===== src/rtl/fetch_unit_if.sv =====
// Fetch unit bus bundle: program counter hookup, instruction memory read
// port, decode-side instruction handoff and the misaligned-fetch flag.
// The master side is the fetch unit; the slave side is everything around it.
interface fetch_unit_if;
  // Program counter hookup and redirect.
  logic [31:0] pc_addr;
  logic [31:0] pc_next;
  logic        redirect;
  logic [31:0] redirect_addr;

  // Instruction memory read port.
  logic        imem_req;
  logic [31:0] imem_addr;
  logic        imem_rvalid;
  logic [31:0] imem_rdata;

  // Decode handoff.
  logic        instr_valid;
  logic [31:0] instr;
  logic [31:0] instr_pc;
  logic        instr_ready;

  // Status.
  logic        fetch_err;

  modport master (
    input  pc_addr, redirect, redirect_addr, imem_rvalid, imem_rdata, instr_ready,
    output pc_next, imem_req, imem_addr, instr_valid, instr, instr_pc, fetch_err
  );

  modport slave (
    output pc_addr, redirect, redirect_addr, imem_rvalid, imem_rdata, instr_ready,
    input  pc_next, imem_req, imem_addr, instr_valid, instr, instr_pc, fetch_err
  );
endinterface


===== src/rtl/fetch_unit.sv =====
// Instruction fetch unit. Issues one instruction memory read at a time from
// the current program counter, buffers returned words with their fetch
// address in a small FIFO for decode, and handles redirects by flushing the
// buffer and discarding any response still in flight.
module fetch_unit #(
  parameter int unsigned FIFO_DEPTH = 2
) (
  input  logic         clk,
  input  logic         rst_n,
  fetch_unit_if.master fu
);

  localparam int unsigned PTR_W = $clog2(FIFO_DEPTH);
  localparam int unsigned CNT_W = PTR_W + 1;

  // WAIT: one read outstanding whose data will be kept.
  // DROP: one read outstanding whose data must be thrown away.
  typedef enum logic [1:0] {
    IDLE = 2'd0,
    WAIT = 2'd1,
    DROP = 2'd2
  } state_e;

  typedef struct packed {
    logic [31:0] pc;
    logic [31:0] word;
  } entry_t;

  state_e              state_q;
  logic [31:0]         req_pc_q;
  logic                fetch_err_q;

  entry_t              buf_q [FIFO_DEPTH];
  logic [PTR_W-1:0]    rd_ptr_q, rd_ptr_d;
  logic [PTR_W-1:0]    wr_ptr_q, wr_ptr_d;
  logic [CNT_W-1:0]    count_q,  count_d;

  logic                has_room;
  logic                aligned;
  logic                issue;
  logic                misaligned;
  logic                push;
  logic                pop;

  assign has_room = (count_q < CNT_W'(FIFO_DEPTH));
  assign aligned  = (fu.pc_addr[1:0] == 2'b00);

  // NOTE: rst_n gates the request combinationally so imem_req drops the
  // instant reset asserts, while still allowing the first request on the very
  // first clock after reset is released.
  assign issue      = rst_n && (state_q == IDLE) && !fu.redirect && has_room && aligned;
  assign misaligned = (state_q == IDLE) && !fu.redirect && !aligned;

  // Responses only enter the buffer when the request is still wanted; a
  // redirect in the same cycle kills both the push and any decode pop.
  assign push = (state_q == WAIT) && fu.imem_rvalid && !fu.redirect;
  assign pop  = (count_q != '0) && fu.instr_ready && !fu.redirect;

  // Program counter steering and memory request outputs.
  always_comb begin
    if (fu.redirect) begin
      fu.pc_next = fu.redirect_addr;
    end else if (issue) begin
      fu.pc_next = fu.pc_addr + 32'd4;
    end else begin
      fu.pc_next = fu.pc_addr;
    end
  end

  assign fu.imem_req  = issue;
  assign fu.imem_addr = fu.pc_addr;

  // Request/response sequencing and the sticky misaligned flag.
  // NOTE: every register here is updated with <=, so all of them see the
  // pre-edge values of each other regardless of statement order.
  always_ff @(posedge clk or negedge rst_n) begin
    if (!rst_n) begin
      state_q     <= IDLE;
      req_pc_q    <= '0;
      fetch_err_q <= 1'b0;
    end else begin
      if (fu.redirect) begin
        fetch_err_q <= 1'b0;
      end else if (misaligned) begin
        fetch_err_q <= 1'b1;
      end

      case (state_q)
        IDLE: begin
          // Any stray imem_rvalid here belongs to nobody and is ignored.
          if (issue) begin
            state_q  <= WAIT;
            req_pc_q <= fu.pc_addr;
          end
        end
        WAIT: begin
          // Response with a redirect is simply not pushed; either way the
          // read has completed.
          if (fu.imem_rvalid) begin
            state_q <= IDLE;
          end else if (fu.redirect) begin
            state_q <= DROP;
          end
        end
        DROP: begin
          // Further redirects keep us here until the stale data shows up.
          if (fu.imem_rvalid) begin
            state_q <= IDLE;
          end
        end
        default: state_q <= IDLE;
      endcase
    end
  end

  // Buffer pointer and occupancy next-state; redirect flushes everything.
  // NOTE: each _d gets its hold value first so no path leaves it unassigned,
  // which is what keeps this block from inferring latches.
  always_comb begin
    rd_ptr_d = rd_ptr_q;
    wr_ptr_d = wr_ptr_q;
    count_d  = count_q;
    if (fu.redirect) begin
      rd_ptr_d = '0;
      wr_ptr_d = '0;
      count_d  = '0;
    end else begin
      if (push) begin
        wr_ptr_d = wr_ptr_q + PTR_W'(1);
      end
      if (pop) begin
        rd_ptr_d = rd_ptr_q + PTR_W'(1);
      end
      case ({push, pop})
        2'b10:   count_d = count_q + CNT_W'(1);
        2'b01:   count_d = count_q - CNT_W'(1);
        default: count_d = count_q;
      endcase
    end
  end

  // Buffer pointer and occupancy registers.
  always_ff @(posedge clk or negedge rst_n) begin
    if (!rst_n) begin
      rd_ptr_q <= '0;
      wr_ptr_q <= '0;
      count_q  <= '0;
    end else begin
      rd_ptr_q <= rd_ptr_d;
      wr_ptr_q <= wr_ptr_d;
      count_q  <= count_d;
    end
  end

  // Buffer storage; entries are written only on an accepted response.
  // NOTE: the storage is reset because instr/instr_pc are read straight from
  // the head entry and must be zero during reset; at this depth it is cheap.
  always_ff @(posedge clk or negedge rst_n) begin
    if (!rst_n) begin
      for (int i = 0; i < int'(FIFO_DEPTH); i++) begin
        buf_q[i] <= '0;
      end
    end else if (push) begin
      buf_q[wr_ptr_q] <= '{pc: req_pc_q, word: fu.imem_rdata};
    end
  end

  assign fu.instr_valid = (count_q != '0);
  assign fu.instr       = buf_q[rd_ptr_q].word;
  assign fu.instr_pc    = buf_q[rd_ptr_q].pc;
  assign fu.fetch_err   = fetch_err_q;

endmodule


===== src/flat_wrapper.sv =====
// flat-port wrapper written by rule: the top's interface ports become plain ports
module fetch_unit_flat 
#(
  parameter int unsigned FIFO_DEPTH = 2
)
  (clk, rst_n, fu_pc_addr, fu_redirect, fu_redirect_addr, fu_imem_rvalid, fu_imem_rdata, fu_instr_ready, fu_pc_next, fu_imem_req, fu_imem_addr, fu_instr_valid, fu_instr, fu_instr_pc, fu_fetch_err);
  fetch_unit_if fu_i ();
  input  logic clk;
  input  logic rst_n;
  input wire logic [$bits(fu_i.pc_addr)-1:0] fu_pc_addr;
  input wire logic [$bits(fu_i.redirect)-1:0] fu_redirect;
  input wire logic [$bits(fu_i.redirect_addr)-1:0] fu_redirect_addr;
  input wire logic [$bits(fu_i.imem_rvalid)-1:0] fu_imem_rvalid;
  input wire logic [$bits(fu_i.imem_rdata)-1:0] fu_imem_rdata;
  input wire logic [$bits(fu_i.instr_ready)-1:0] fu_instr_ready;
  output wire logic [$bits(fu_i.pc_next)-1:0] fu_pc_next;
  output wire logic [$bits(fu_i.imem_req)-1:0] fu_imem_req;
  output wire logic [$bits(fu_i.imem_addr)-1:0] fu_imem_addr;
  output wire logic [$bits(fu_i.instr_valid)-1:0] fu_instr_valid;
  output wire logic [$bits(fu_i.instr)-1:0] fu_instr;
  output wire logic [$bits(fu_i.instr_pc)-1:0] fu_instr_pc;
  output wire logic [$bits(fu_i.fetch_err)-1:0] fu_fetch_err;
  assign fu_i.pc_addr = fu_pc_addr;
  assign fu_i.redirect = fu_redirect;
  assign fu_i.redirect_addr = fu_redirect_addr;
  assign fu_i.imem_rvalid = fu_imem_rvalid;
  assign fu_i.imem_rdata = fu_imem_rdata;
  assign fu_i.instr_ready = fu_instr_ready;
  assign fu_pc_next = fu_i.pc_next;
  assign fu_imem_req = fu_i.imem_req;
  assign fu_imem_addr = fu_i.imem_addr;
  assign fu_instr_valid = fu_i.instr_valid;
  assign fu_instr = fu_i.instr;
  assign fu_instr_pc = fu_i.instr_pc;
  assign fu_fetch_err = fu_i.fetch_err;
  fetch_unit #(.FIFO_DEPTH(FIFO_DEPTH)) u_core (.clk(clk), .rst_n(rst_n), .fu(fu_i));
endmodule

===== config.mk =====
export PLATFORM = sky130hd
export DESIGN_NAME = fetch_unit_flat
export DESIGN_NICKNAME = d
export VERILOG_FILES = /design/src/rtl/fetch_unit_if.sv /design/src/rtl/fetch_unit.sv /design/src/flat_wrapper.sv
export SDC_FILE = /design/constraint.sdc
export NUM_CORES = 1
export LEC_CHECK = 0
export ABC_AREA = 1
export BUFFER_PORTS_ARGS = -buffer_cell sky130_fd_sc_hd__buf_4
export CAP_MARGIN = 20
export CORE_MARGIN = 10
export CORE_UTILIZATION = 48
export DETAILED_ROUTE_END_ITERATION = 8
export GPL_TIMING_DRIVEN = 0
export PLACE_DENSITY = 0.76
export SYNTH_ARGS = -nofsm -noshare
export SYNTH_HDL_FRONTEND = slang
export SYNTH_SLANG_ARGS = --single-unit

===== constraint.sdc =====
create_clock -name clk -period 1.48 [get_ports clk]
set_clock_uncertainty 0.1 [all_clocks]
set_input_delay 0.148 -clock clk [delete_from_list [all_inputs] [get_ports clk]]
set_output_delay 0.148 -clock clk [all_outputs]
set_load 0.01 [all_outputs]

==> results_dict.tcl <==
set metrics [dict create \
    hp-class "in -> async" \
    setup_viol 258 \
    p_int_mw 11.2 \
    wirelength_um 38200 \
    cts-root-buf "clkbuf_16" \
    start_util_pct 49.2 \
    yosysUniqueCellTypes 27 \
    p_leak_nw 7.43 \
    cts_buffers 17 \
    grt_use_met3_pct 7.24 \
    routabilityCongestion 0.912 \
    mostFrequentLayoutCell "buf_4" \
    fin_nets 1546 \
    drive_gt1_share_pct 48.0 \
    fin_util_pct 85.4 \
    overflow 0 \
    dr.pass1.iters 5 \
    grt_usage_pct 26.4 \
    p_clk_share_pct 26.7 \
    worstPathMaxFanout 7 \
    hold_ws_ns -0.498 \
    diodes 0 \
    ctsHoldBuffers 63 \
    antenna_found_initial 0 \
    rows 48 \
    failed_checks "hold timing, setup timing" \
    max_slew_margin_pct 42.2 \
    critPathArrivalTime_ns 2.21 \
    maxCapViolCount 0 \
    rsz0062_at_grt "yes" \
    clk_pin_slew_ns 0.07 \
    grt-busiest-layer "met2" \
    period_minus_slack_ns 2.46 \
    final_cell_mix "buf_4 (249), nand2_1 (208), dfrtp_1 (167), inv_1 (113), buf_6 (77)" \
    cts_htree_levels 4 \
    io_buffer_count 230 \
    critPathKind "reg -> out" \
    pre_cts_slack_ns -1.09 \
    pwr-share-comb_pct 36.0 \
    fill_cells 897 \
    vias_per_cell 5.66 \
    synth-seq-area-share_pct 49.0 \
    syn_avg_cell_area_sq_um 8.18 \
    period_share_pct 166 \
    drc 0 \
    vias 9512 \
    hpwl_um 19800 \
    worst_setup_path_end_kind "output pin" \
    synth_fp_nets 1146 \
    switchingPower_mw 5.52 \
    cts_tree "done" \
    ir_drop_uv 865 \
    met1_usage_pct 29.7 \
    synth-seq-cells 167 \
    timing.final.ws_setup_ns -0.979 \
    timing.fmax_mhz 407 \
    antenna_left 0 \
    clock_path_buffers 2 \
    crit_required_ns 1.23 \
    grt_pass1_vias 9560 \
    status "complete, but fails checks" \
    dieArea_sq_um 23500 \
    startpoint_type "flip-flop" \
    grtUsageMet2_pct 45.4 \
    cts.sink_count 167 \
    die_x_um 153 \
    syn-cell-area_sq_um 8540 \
    finalHoldViolCount 117 \
    area_delta_synth_final_pct 73.6 \
    final_max_slew_viol_count 0 \
    p_sw_share_pct 32.9 \
    finish.instance_area_sq_um 14800 \
    die_y_um 153 \
    syn_inst 1044 \
    ios 232 \
    wire_per_inst_um 22.7 \
    core_sq_um 17400 \
    place_area_sq_um 10600 \
    worstMarginPinSlew_ns 0.867 \
    grt_pass1_wl_um 50500 \
    grt_start_max_net_pins 70 \
    seqPwrFrac_pct 37.3 \
    finalPower_mw 16.8 \
    yosys_warnings 0 \
    pwr_density_cell_nw_per_um2 1130 \
    clk_latency_ns 0.44 \
    drt_iter0_drc 780 \
]
[through the flow]
| stage | hold slack [ns] | cells | setup TNS [ns] |
|---|---|---|---|
| finish | -0.498 | 1680 | -110.66 |
| global route | -0.459 | 1680 | -119.78 |
| CTS | -0.470 | 1662 | -80.10 |
| detailed placement | 0.0336 | 1500 | -107.85 |
| global placement | 0.263 | 1499 | -280.38 |
| floorplan | -0.248 | 1044 | -0.836 |
[critical path, cell delays in order (launching register included)]
cell and delay, ns:
dfrtp_1 0.44, nor2_2 0.19, nand2_2 0.12, nor2_4 0.16, buf_6 0.17, buf_6 0.13, nand2_4 0.05, xor2_2 0.16
nand2_1 0.10, nand2_1 0.13, buf_6 0.12
[cells in the mapped netlist, drive strengths merged]
cell type / count / area (sq um)
clkbuf: 22 / 82.6
o311ai: 1 / 8.76
xor2: 2 / 17.5
dfrtp: 167 / 4180
ha: 1 / 12.5
nor3: 3 / 15.0
a31oi: 1 / 6.26
nand3: 52 / 265
a21oi: 7 / 35.0
inv: 117 / 439
o41ai: 1 / 8.76
buf: 63 / 415
o31ai: 1 / 7.51
mux2: 62 / 747
nand2: 310 / 1170
o21ai: 174 / 871
nor2: 50 / 195
o21a: 1 / 7.51
nand4: 9 / 56.3
[power groups by stage]
stage	clock network, mW	logic (mW)	registers (mW)
after global placement	0	3.68	5.87
after global routing	4.66	6.37	6.30
after CTS	4.42	5.08	5.97
after detailed placement	0	3.76	5.91
final	4.48	6.03	6.25
after floorplan	0	1.90	5.76
[kinds of logic (layout without fill, tap and decap cells)]
family | Yosys count | after routing | synth area share, %
AOI/OAI and AO/OA | 186 | 186 | 11.1
xor gates and xnor gates | 2 | 2 | 0.205
adders and majority gates | 1 | 1 | 0.147
buffers and inverters | 202 | 612 | 11.0
DFF | 167 | 167 | 49.0
muxes | 62 | 62 | 8.75
and+or+nand+nor | 424 | 425 | 19.9
[routing by layer]
| metal | vias to the layer above | part of all wire (%) |
|---|---|---|
| met4 | 0 | 5.6 |
| met5 | - | 0 |
| met3 | 179 | 9.1 |
| met2 | 678 | 50 |
| li1 | 4123 | - |
| met1 | 4532 | 35 |
[registers in the layout, summed over array words and instances (netlist names)]
name,count
u_core.rd_ptr_q,1
u_core.state_q,2
u_core.count_q,2
u_core.fu.fetch_err,1
u_core.wr_ptr_q,1
u_core.req_pc_q,32
u_core.buf_q,128
[layout make-up]
| cell class | count | area, sq um | share of cell area (%) |
|---|---|---|---|
| Inverter | 117 | 439 | 2.96 |
| Tap cell | 225 | 282 | 1.90 |
| Multi-Input combinational cell | 676 | 4610 | 31.1 |
| Clock buffer | 21 | 480 | 3.24 |
| Clock inverter | 9 | 100 | 0.675 |
| Sequential cell | 167 | 4180 | 28.2 |
| Buffer | 82 | 942 | 6.36 |
| Timing Repair Buffer | 383 | 3790 | 25.6 |
[final timing paths]
check / start / slack [ns] / cells after the start / endpoint
worst max-delay path: u_core.state_q[0] / -0.98 / 10 / fu_pc_next[4]
worst min-delay path: rst_n / -0.50 / 1 / u_core.buf_q[94]
worst max register to register: u_core.state_q[0] / -0.53 / 12 / u_core.state_q[0]
worst min register to register: u_core.req_pc_q[2] / 0.39 / 2 / u_core.buf_q[34]
max in group asynchronous: rst_n / 0.99 / 2 / u_core.buf_q[63]
min in group clk: fu_pc_addr[2] / -0.03 / 3 / u_core.req_pc_q[2]
[timing repair]
| action | 4_1_cts | 5_1_grt |
|---|---|---|
| hold endpoints to repair | 213 | 117 |
| resized for setup | 370 | 296 |
| cloned | 22 | 9 |
| setup buffers | 58 | 22 |
| pin swaps | 28 | 31 |
| endpoints found under the setup margin | 258 | 261 |
(Power assumes the default switching activity.)
